$ cat src/rtl/instruction_loader_pkg.sv
// Shared definitions for the instruction loader: FSM state encoding and the default NOP byte.
package instruction_loader_pkg;

  typedef enum logic [1:0] {
    StIdle = 2'b00,
    StLoad = 2'b01,
    StRun  = 2'b10
  } state_e;

  localparam logic [7:0] NopDefault = 8'h00;

  // Address width for a byte memory of the given depth; a 1-entry memory still needs one bit.
  function automatic int unsigned addr_width(input int unsigned depth);
    return (depth > 1) ? $clog2(depth) : 1;
  endfunction

endpackage

$ cat src/rtl/imem_array.sv
// Byte-wide instruction storage: one synchronous write port, one asynchronous read port,
// asynchronous clear of every location to the NOP byte.
module imem_array #(
  parameter int unsigned DEPTH = 256,
  parameter int unsigned AW    = 8,
  parameter logic [7:0]  NOP   = 8'h00
) (
  input  logic          CLK,
  input  logic          reset,
  input  logic          we,
  input  logic [AW-1:0] waddr,
  input  logic [7:0]    wdata,
  input  logic [AW-1:0] raddr,
  output logic [7:0]    rdata
);

  logic [7:0] mem_q [DEPTH];

  always_ff @(posedge CLK or negedge reset) begin
    if (!reset) begin
      for (int unsigned i = 0; i < DEPTH; i++) begin
        mem_q[i] <= NOP;
      end
    end else if (we) begin
      mem_q[waddr] <= wdata;
    end
  end

  assign rdata = mem_q[raddr];

endmodule

$ cat src/rtl/instruction_loader.sv
// Loads a byte-streamed program into local memory, then serves it to a single-cycle core
// with zero-latency reads while in RUN.
module instruction_loader
  import instruction_loader_pkg::*;
#(
  parameter int unsigned DEPTH = 256,
  parameter logic [7:0]  NOP   = NopDefault
) (
  input  logic       CLK,
  input  logic       reset,
  input  logic       start,
  input  logic       stop,
  input  logic       prog_valid,
  input  logic [7:0] prog_data,
  input  logic       prog_last,
  output logic       prog_ready,
  input  logic [7:0] read_address,
  output logic [7:0] instruction,
  output logic       run,
  output logic [8:0] prog_len,
  output logic       overrun
);

  localparam int unsigned AW = addr_width(DEPTH);
  localparam logic [AW-1:0] LastAddr = AW'(DEPTH - 1);

  state_e        state_q;
  logic [AW-1:0] wptr_q;
  logic [8:0]    prog_len_q;
  logic          overrun_q;
  logic          run_q;
  logic          ready_q;

  logic          xfer;
  logic          at_end;
  logic [7:0]    rdata;

  // ready_q is only ever high in StLoad, so a transfer implies the LOAD state.
  assign xfer   = prog_valid & ready_q;
  assign at_end = (wptr_q == LastAddr);

  always_ff @(posedge CLK or negedge reset) begin
    if (!reset) begin
      state_q    <= StIdle;
      wptr_q     <= '0;
      prog_len_q <= '0;
      overrun_q  <= 1'b0;
      run_q      <= 1'b0;
      ready_q    <= 1'b0;
    end else begin
      unique case (state_q)
        StIdle: begin
          if (start) begin
            wptr_q     <= '0;
            prog_len_q <= '0;
            overrun_q  <= 1'b0;
            ready_q    <= 1'b1;
            state_q    <= StLoad;
          end
        end
        StLoad: begin
          if (xfer) begin
            prog_len_q <= prog_len_q + 9'd1;
            if (prog_last || at_end) begin
              // Filling the last location without prog_last means bytes were lost.
              overrun_q <= ~prog_last;
              ready_q   <= 1'b0;
              run_q     <= 1'b1;
              state_q   <= StRun;
            end else begin
              wptr_q <= wptr_q + AW'(1);
            end
          end
        end
        StRun: begin
          if (stop) begin
            run_q   <= 1'b0;
            state_q <= StIdle;
          end
        end
        default: begin
          ready_q <= 1'b0;
          run_q   <= 1'b0;
          state_q <= StIdle;
        end
      endcase
    end
  end

  imem_array #(
    .DEPTH (DEPTH),
    .AW    (AW),
    .NOP   (NOP)
  ) u_imem (
    .CLK   (CLK),
    .reset (reset),
    .we    (xfer),
    .waddr (wptr_q),
    .wdata (prog_data),
    .raddr (read_address[AW-1:0]),
    .rdata (rdata)
  );

  // The length bound uses the full 8-bit address even when the memory decodes fewer bits.
  always_comb begin
    instruction = NOP;
    if (run_q && ({1'b0, read_address} < prog_len_q)) begin
      instruction = rdata;
    end
  end

  assign prog_ready = ready_q;
  assign run        = run_q;
  assign prog_len   = prog_len_q;
  assign overrun    = overrun_q;

endmodule

$ cat config.mk
export PLATFORM = sky130hd
export DESIGN_NAME = instruction_loader
export DESIGN_NICKNAME = d
export VERILOG_FILES = /design/src/rtl/instruction_loader_pkg.sv /design/src/rtl/imem_array.sv /design/src/rtl/instruction_loader.sv
export SDC_FILE = /design/constraint.sdc
export NUM_CORES = 2
export LEC_CHECK = 0
export CAP_MARGIN = 20
export CORE_MARGIN = 2
export CORE_UTILIZATION = 37
export DETAILED_ROUTE_END_ITERATION = 8
export PLACE_DENSITY_LB_ADDON = 0.2
export SLEW_MARGIN = 0
export SYNTH_ARGS = -nofsm -noshare
export SYNTH_HDL_FRONTEND = slang
export SYNTH_HIERARCHICAL = 1
export SYNTH_SLANG_ARGS = --single-unit
$ cat constraint.sdc
create_clock -name CLK -period 5.34 [get_ports CLK]
set_clock_uncertainty 0.15 [all_clocks]
set_input_delay 0.801 -clock CLK [delete_from_list [all_inputs] [get_ports CLK]]
set_output_delay 0.801 -clock CLK [all_outputs]
set_load 0.1 [all_outputs]
# --- After elaboration in Yosys (flattened, before gate mapping) ---
# Cells that the tools add are included.
word_totals:
  register_bits: 2070
  latch_bits: 0
  mem_bits_rw: 0
  romBits: 0
  input_bits: 22
  output_inout_bits: 20
  memories: 0
op_classes:
  add_sub_neg: 2
  mul: 0
  div_mod_pow: 0
  n_lt_le_gt_ge: 4
  eq_ne: 8
  n_shift: 0
  mux: 31
  n_bitwise: 6
  reduce_logical: 11
op_table:
  columns: ["operator", "count"]
  rows:
  - ["bitwise mux 2048 bit", 1]
  - ["binary-select mux 8 bit (select 8 bit)", 1]
  - ["demux 8 bit (select 8 bit)", 1]
  - ["2-to-1 mux 8 bit", 7]
  - ["AND reduction 4 bit", 5]
  - ["greater-or-equal comparator 9 bit, second input constant", 2]
  - ["2-to-1 mux 9 bit", 2]
  - ["inverter 8 -> 9 bit", 2]
  - ["one-hot mux 9 bit (2 select lines)", 1]
  - ["one-hot mux 8 bit (2 select lines)", 1]
  - ["adder 9 x 1 -> 9 bit, second input constant", 1]
  - ["< comparator 8 x 9 -> 1 bit", 1]
  - ["< comparator 9 x 1 -> 1 bit, second input constant", 1]
  - ["2-to-1 mux 1 bit", 9]
  - ["adder 8 x 1 -> 8 bit, second input constant", 1]
  - ["equality test 8 bit, second input constant", 1]
  - ["2-to-1 mux 2 bit", 4]
  - ["!= test 2 bit, second input constant", 4]
  - ["one-hot mux 1 bit (3 select lines)", 2]
  - ["one-hot mux 2 bit (3 select lines)", 1]
  - ["inverter 1 bit", 3]
  - ["AND reduction 3 bit", 1]
  - ["equality test 2 x 1 -> 1 bit, second input constant", 1]
  - ["equality test 2 bit, second input constant", 1]
  - ["7 further kinds", 8]

# --- Longest topological paths before layout ---
depth:
  depth_word: 6
  ltp_mapped: 15
  depth_no_buf: 9

# --- Modules after synthesis ---
# Netlist, hierarchy kept.
by_module_without_submodules:
  columns: ["module", "n_inst", "cells_per_inst", "area_per_inst_um2", "seq_area_each_um2"]
  rows:
  - ["imem_array", 1, 6065, 93385.8, 51249.2]
  - ["instruction_loader", 1, 160, 1473.9, 550.5]

# --- Worst setup path before layout ---
# OpenSTA, ideal clock, no wires.
synth_timing:
  path_type: "input to output"
  from: "input read_address[0]"
  to: "output instruction[4]"
  arrival_time_ns: 4.026
  required_time_ns: 4.389
  setup_slack_ns: 0.363
  stages: 14
  path_buffers: 6
  path_cell_list: "buf_6 buf_12 buf_12 buf_12 buf_12 buf_12 mux2i_1 o221ai_2 a21oi_1 o31ai_1 o22ai_1 nor3_1 nand2_1 a21oi_1"
synth_between:
  elab_chain_len: 5
  word_cells_on_any_way: 7
synth_lines:
  columns: ["element", "line_no", "rtl"]
  rows:
  - ["from (decl)", "instruction_loader.sv:17", "input logic [7:0] read_address,"]
  - ["inverter 8 -> 9 bit (implied by the code)", "imem_array.sv:29", "assign rdata = mem_q[raddr];"]
  - ["binary-select mux 8 bit (select 8 bit)", "imem_array.sv:29", null]
  - ["2-to-1 mux 8 bit (implied by the code) (2 in series)", "imem_array.sv:29", null]
  - ["net rdata[4]", "instruction_loader.sv:36", "logic [7:0] rdata;"]
  - ["2-to-1 mux 8 bit", "instruction_loader.sv:107", "if (run_q && ({1'b0, read_address} < prog_len_q)) begin"]
  - ["to (decl)", "instruction_loader.sv:18", "output logic [7:0] instruction,"]
# The timed path passes the listed nets, and every way through them passes these cells. The select of a mux whose other input is x is not followed.

# --- Final worst setup path ---
layout_timing:
  from: "input read_address[2]"
  to: "output instruction[5]"
# The elaborated chain is that of the path after synthesis.

==> impl_metrics.toml <==
[die]
fp.dieW_um = 510
die-area_um2 = 260000
core_area_um2 = 255000
initial_core_util = 0.373
rows = 185
die_y_um = 510
ios = 42

[clock_tree]
cts.sinks = 2070
cts-htree-levels = 4
numCtsBuffers = 217
clockBufferDepth = 3
postCtsSetupRepairBufs = 0
cts_tree = "yes"
clkTransAtPathRegs_ps = 50
cts_root_buf = "clkbuf_16"
clk_latency_ps = 850

[yosys]
netlist_area_um2 = 94900
yosys-top-cells-area = "dfrtp_1, mux2_2, mux4_2"
synth.most_common_cell = "dfrtp_1"
yosys.area.top_type_share = 0.546
synth_area_per_cell_um2 = 15.2
syn-instance-count = 6225
synth-async-reset-ratio = 1.00
ys_ff_latch = 2070
ys_dominant_reg_cell = "dfrtp_1"
yosys.area.top_type = "dfrtp_1"
ys_seq_area_frac = 0.546
synth_common_cells = "dfrtp_1, mux2_2, mux4_2"
synth-edff-count = 0
ys_warn_count = 6
synth_cell_types = 75
synth_nets = 6256

[pwr]
leakagePower_nw = 51.0
peakVddDrop_uv = 357
power_density_nw_per_um2 = 323

[run]
maxCapViolations = 0

[final_layout]
fin_nets = 6380
syn_to_final_growth_pct = 13.8
final_cells = 9901
drive_above_1_share = 0.507

[global_route]
overflow = 0
grtUsageTotal = 0.210
busiest_layer = "met2"
use_met2 = 0.332
antenna_found_initial = 3
grt_use_met3 = 0.0312
grt_pass1_vias = 58200
grtUsageMet1 = 0.304
grt_pass1_wl_mm = 408
grt_max_degree = 174

[sta]
hold_viol = 0
post-route-period-util = 0.984
rsz0062_at_grt = "no"
setup_slack_ps = 85.8
setup_viol = 0
finalMaxSlewViolations = 0
period_minus_slack_ps = 5250
worst_slew_pin_slew_ps = 1200
tns_ps = 0
worst_hold_slack_ps = 349
fmax_mhz = 190
relSlewSlack = 0.199

[hold_path]
hold_start = "u_imem/mem_q[1334]"
hold_path_depth = 1
worst_hold_path_type = "flip-flop to flip-flop"
min_to = "u_imem/mem_q[1334]"

[critical_path]
r2r_cells = 4
crit_path_start_kind = "input pin"
rrSetupSlack_ps = 1440
setup.worst_path.start = "read_address[2]"
path_common_cell = "buf_4"
r2r_end = "u_imem/mem_q[839]"
critPathKind = "input pin to output pin"
cp_slowest_cell = "nor2b_4"
cp-end-kind = "output pin"
crit_chain = "buf_2, buf_12, nor2b_4, buf_4, a22o_1, nor3_1, o21ai_0, nor4_2, buf_4, nor3_2, buf_4, nand2_1, a21oi_1, buf_12"
cp.required_ps = 4390
cp_max_fo = 16
arrival_ps = 4300
cpPeakStageDelay_ps = 450
r2r_start = "wptr_q[4]"

[drt]
remaining_drc_errors = 0
drt-pass1-iter-count = 5
vias = 55600
via_per_inst = 5.61
drt-initial-drc-count = 4036
wire_per_inst_um = 27.5
ant_nets = 0
drt-total-wl_mm = 273

[placement]
portBuffers = 41
post-place-ws_ps = -180
dp_hpwl_mm = 175
placedCellCount = 9494
place.gp.congestion = 0.836

[status]
outcome = "finished, final reports clean"
==> worst max path at each step <==
stage / endpoint / slack, ps / depth (start not counted)
after global routing: instruction[6] / 0.2 / 15
after CTS: instruction[5] / 5 / 14
final: instruction[5] / 90 / 14
after floorplan: instruction[4] / 360 / 14
after detailed placement: instruction[0] / -180 / 12
after global placement: instruction[0] / -220 / 12
==> worst max-delay path: cells and delay by family <==
family / cells / cell delay [ps]
buf+inv: 6 / 1460
simple gates: 5 / 1110
compound gates: 3 / 870
==> state kept, by name (all words and copies together) (netlist names) <==
name and cells:
overrun 1, wptr_q 8, state_q 2, prog_ready 1, run 1, prog_len 9, u_imem/mem_q 2048
==> logic make-up after synthesis <==
kind of cell    after synthesis  share of synthesized area
compound gates              462                     0.0340
simple gates                555                     0.0275
xor+xnor                      7                   0.000646
mux                        2644                      0.364
flops                      2070                      0.546
fa+ha+maj                     9                    0.00119
buf+inv                     478                     0.0262
==> timing repair <==
action	4_1_cts	5_1_grt
hold buffers	1	0
endpoints found under the hold margin	86	0
resized for setup	16	11
endpoints found under the setup margin	7	6
==> report_power, final <==
part / leakage [nW] / switching [mW] / internal, mW
Sequential: 28.8 / 0.271 / 16.1
Combinational: 18.5 / 1.97 / 1.02
Clock: 3.63 / 6.48 / 9.10
Total: 51.0 / 8.72 / 26.2
==> per-layer routing <==
metal	wire length [µm]	vias to the layer above
met2	128000	1153
met3	12100	316
li1	-	23600
met4	6010	0
met5	0	-
met1	126000	30500
==> cells in the final DEF (no fill, tap or decap), types with 10 or more instances in the layout <==
cell,n
a22oi_1,160
buf_8,10
clkbuf_8,56
a21oi_1,127
o21ai_0,25
inv_1,13
clkbuf_16,219
clkinv_2,37
buf_12,65
clkdlybuf4s50_1,18
clkbuf_1,58
mux2_2,2050
mux2i_1,151
a22o_1,15
a221oi_1,10
nor2b_1,18
a31oi_1,12
nand3_1,25
and3_1,10
dfrtp_1,2070
nand2b_1,15
nor3_1,13
o221ai_1,32
mux4_2,443
nor2_1,161
nor2_2,64
nand2_1,164
nor3_2,10
bufinv_16,16
buf_4,266
o22ai_1,29
==> area by class of cell <==
| cell class | count | area, µm² |
|---|---|---|
| Timing Repair Buffer | 368 | 3740 |
| Tap cell | 3366 | 4210 |
| Antenna cell | 2 | 5.00 |
| Clock inverter | 70 | 902 |
| Fill cell | 23000 | 147000 |
| Clock buffer | 333 | 6470 |
| Inverter | 15 | 56.3 |
| Sequential cell | 2070 | 51800 |
| Multi-Input combinational cell | 3677 | 40800 |
==> metrics by stage <==
stage	area, µm²	util	total power [mW]
final	108000	0.424	34.9
after floorplan	94900	-	18.2
after global placement	100000	0.394	19.6
after CTS	108000	0.424	35.4
after global routing	108000	0.424	36.2
after detailed placement	100000	0.394	19.6
Note: power is estimated with default switching activity, not from simulation.
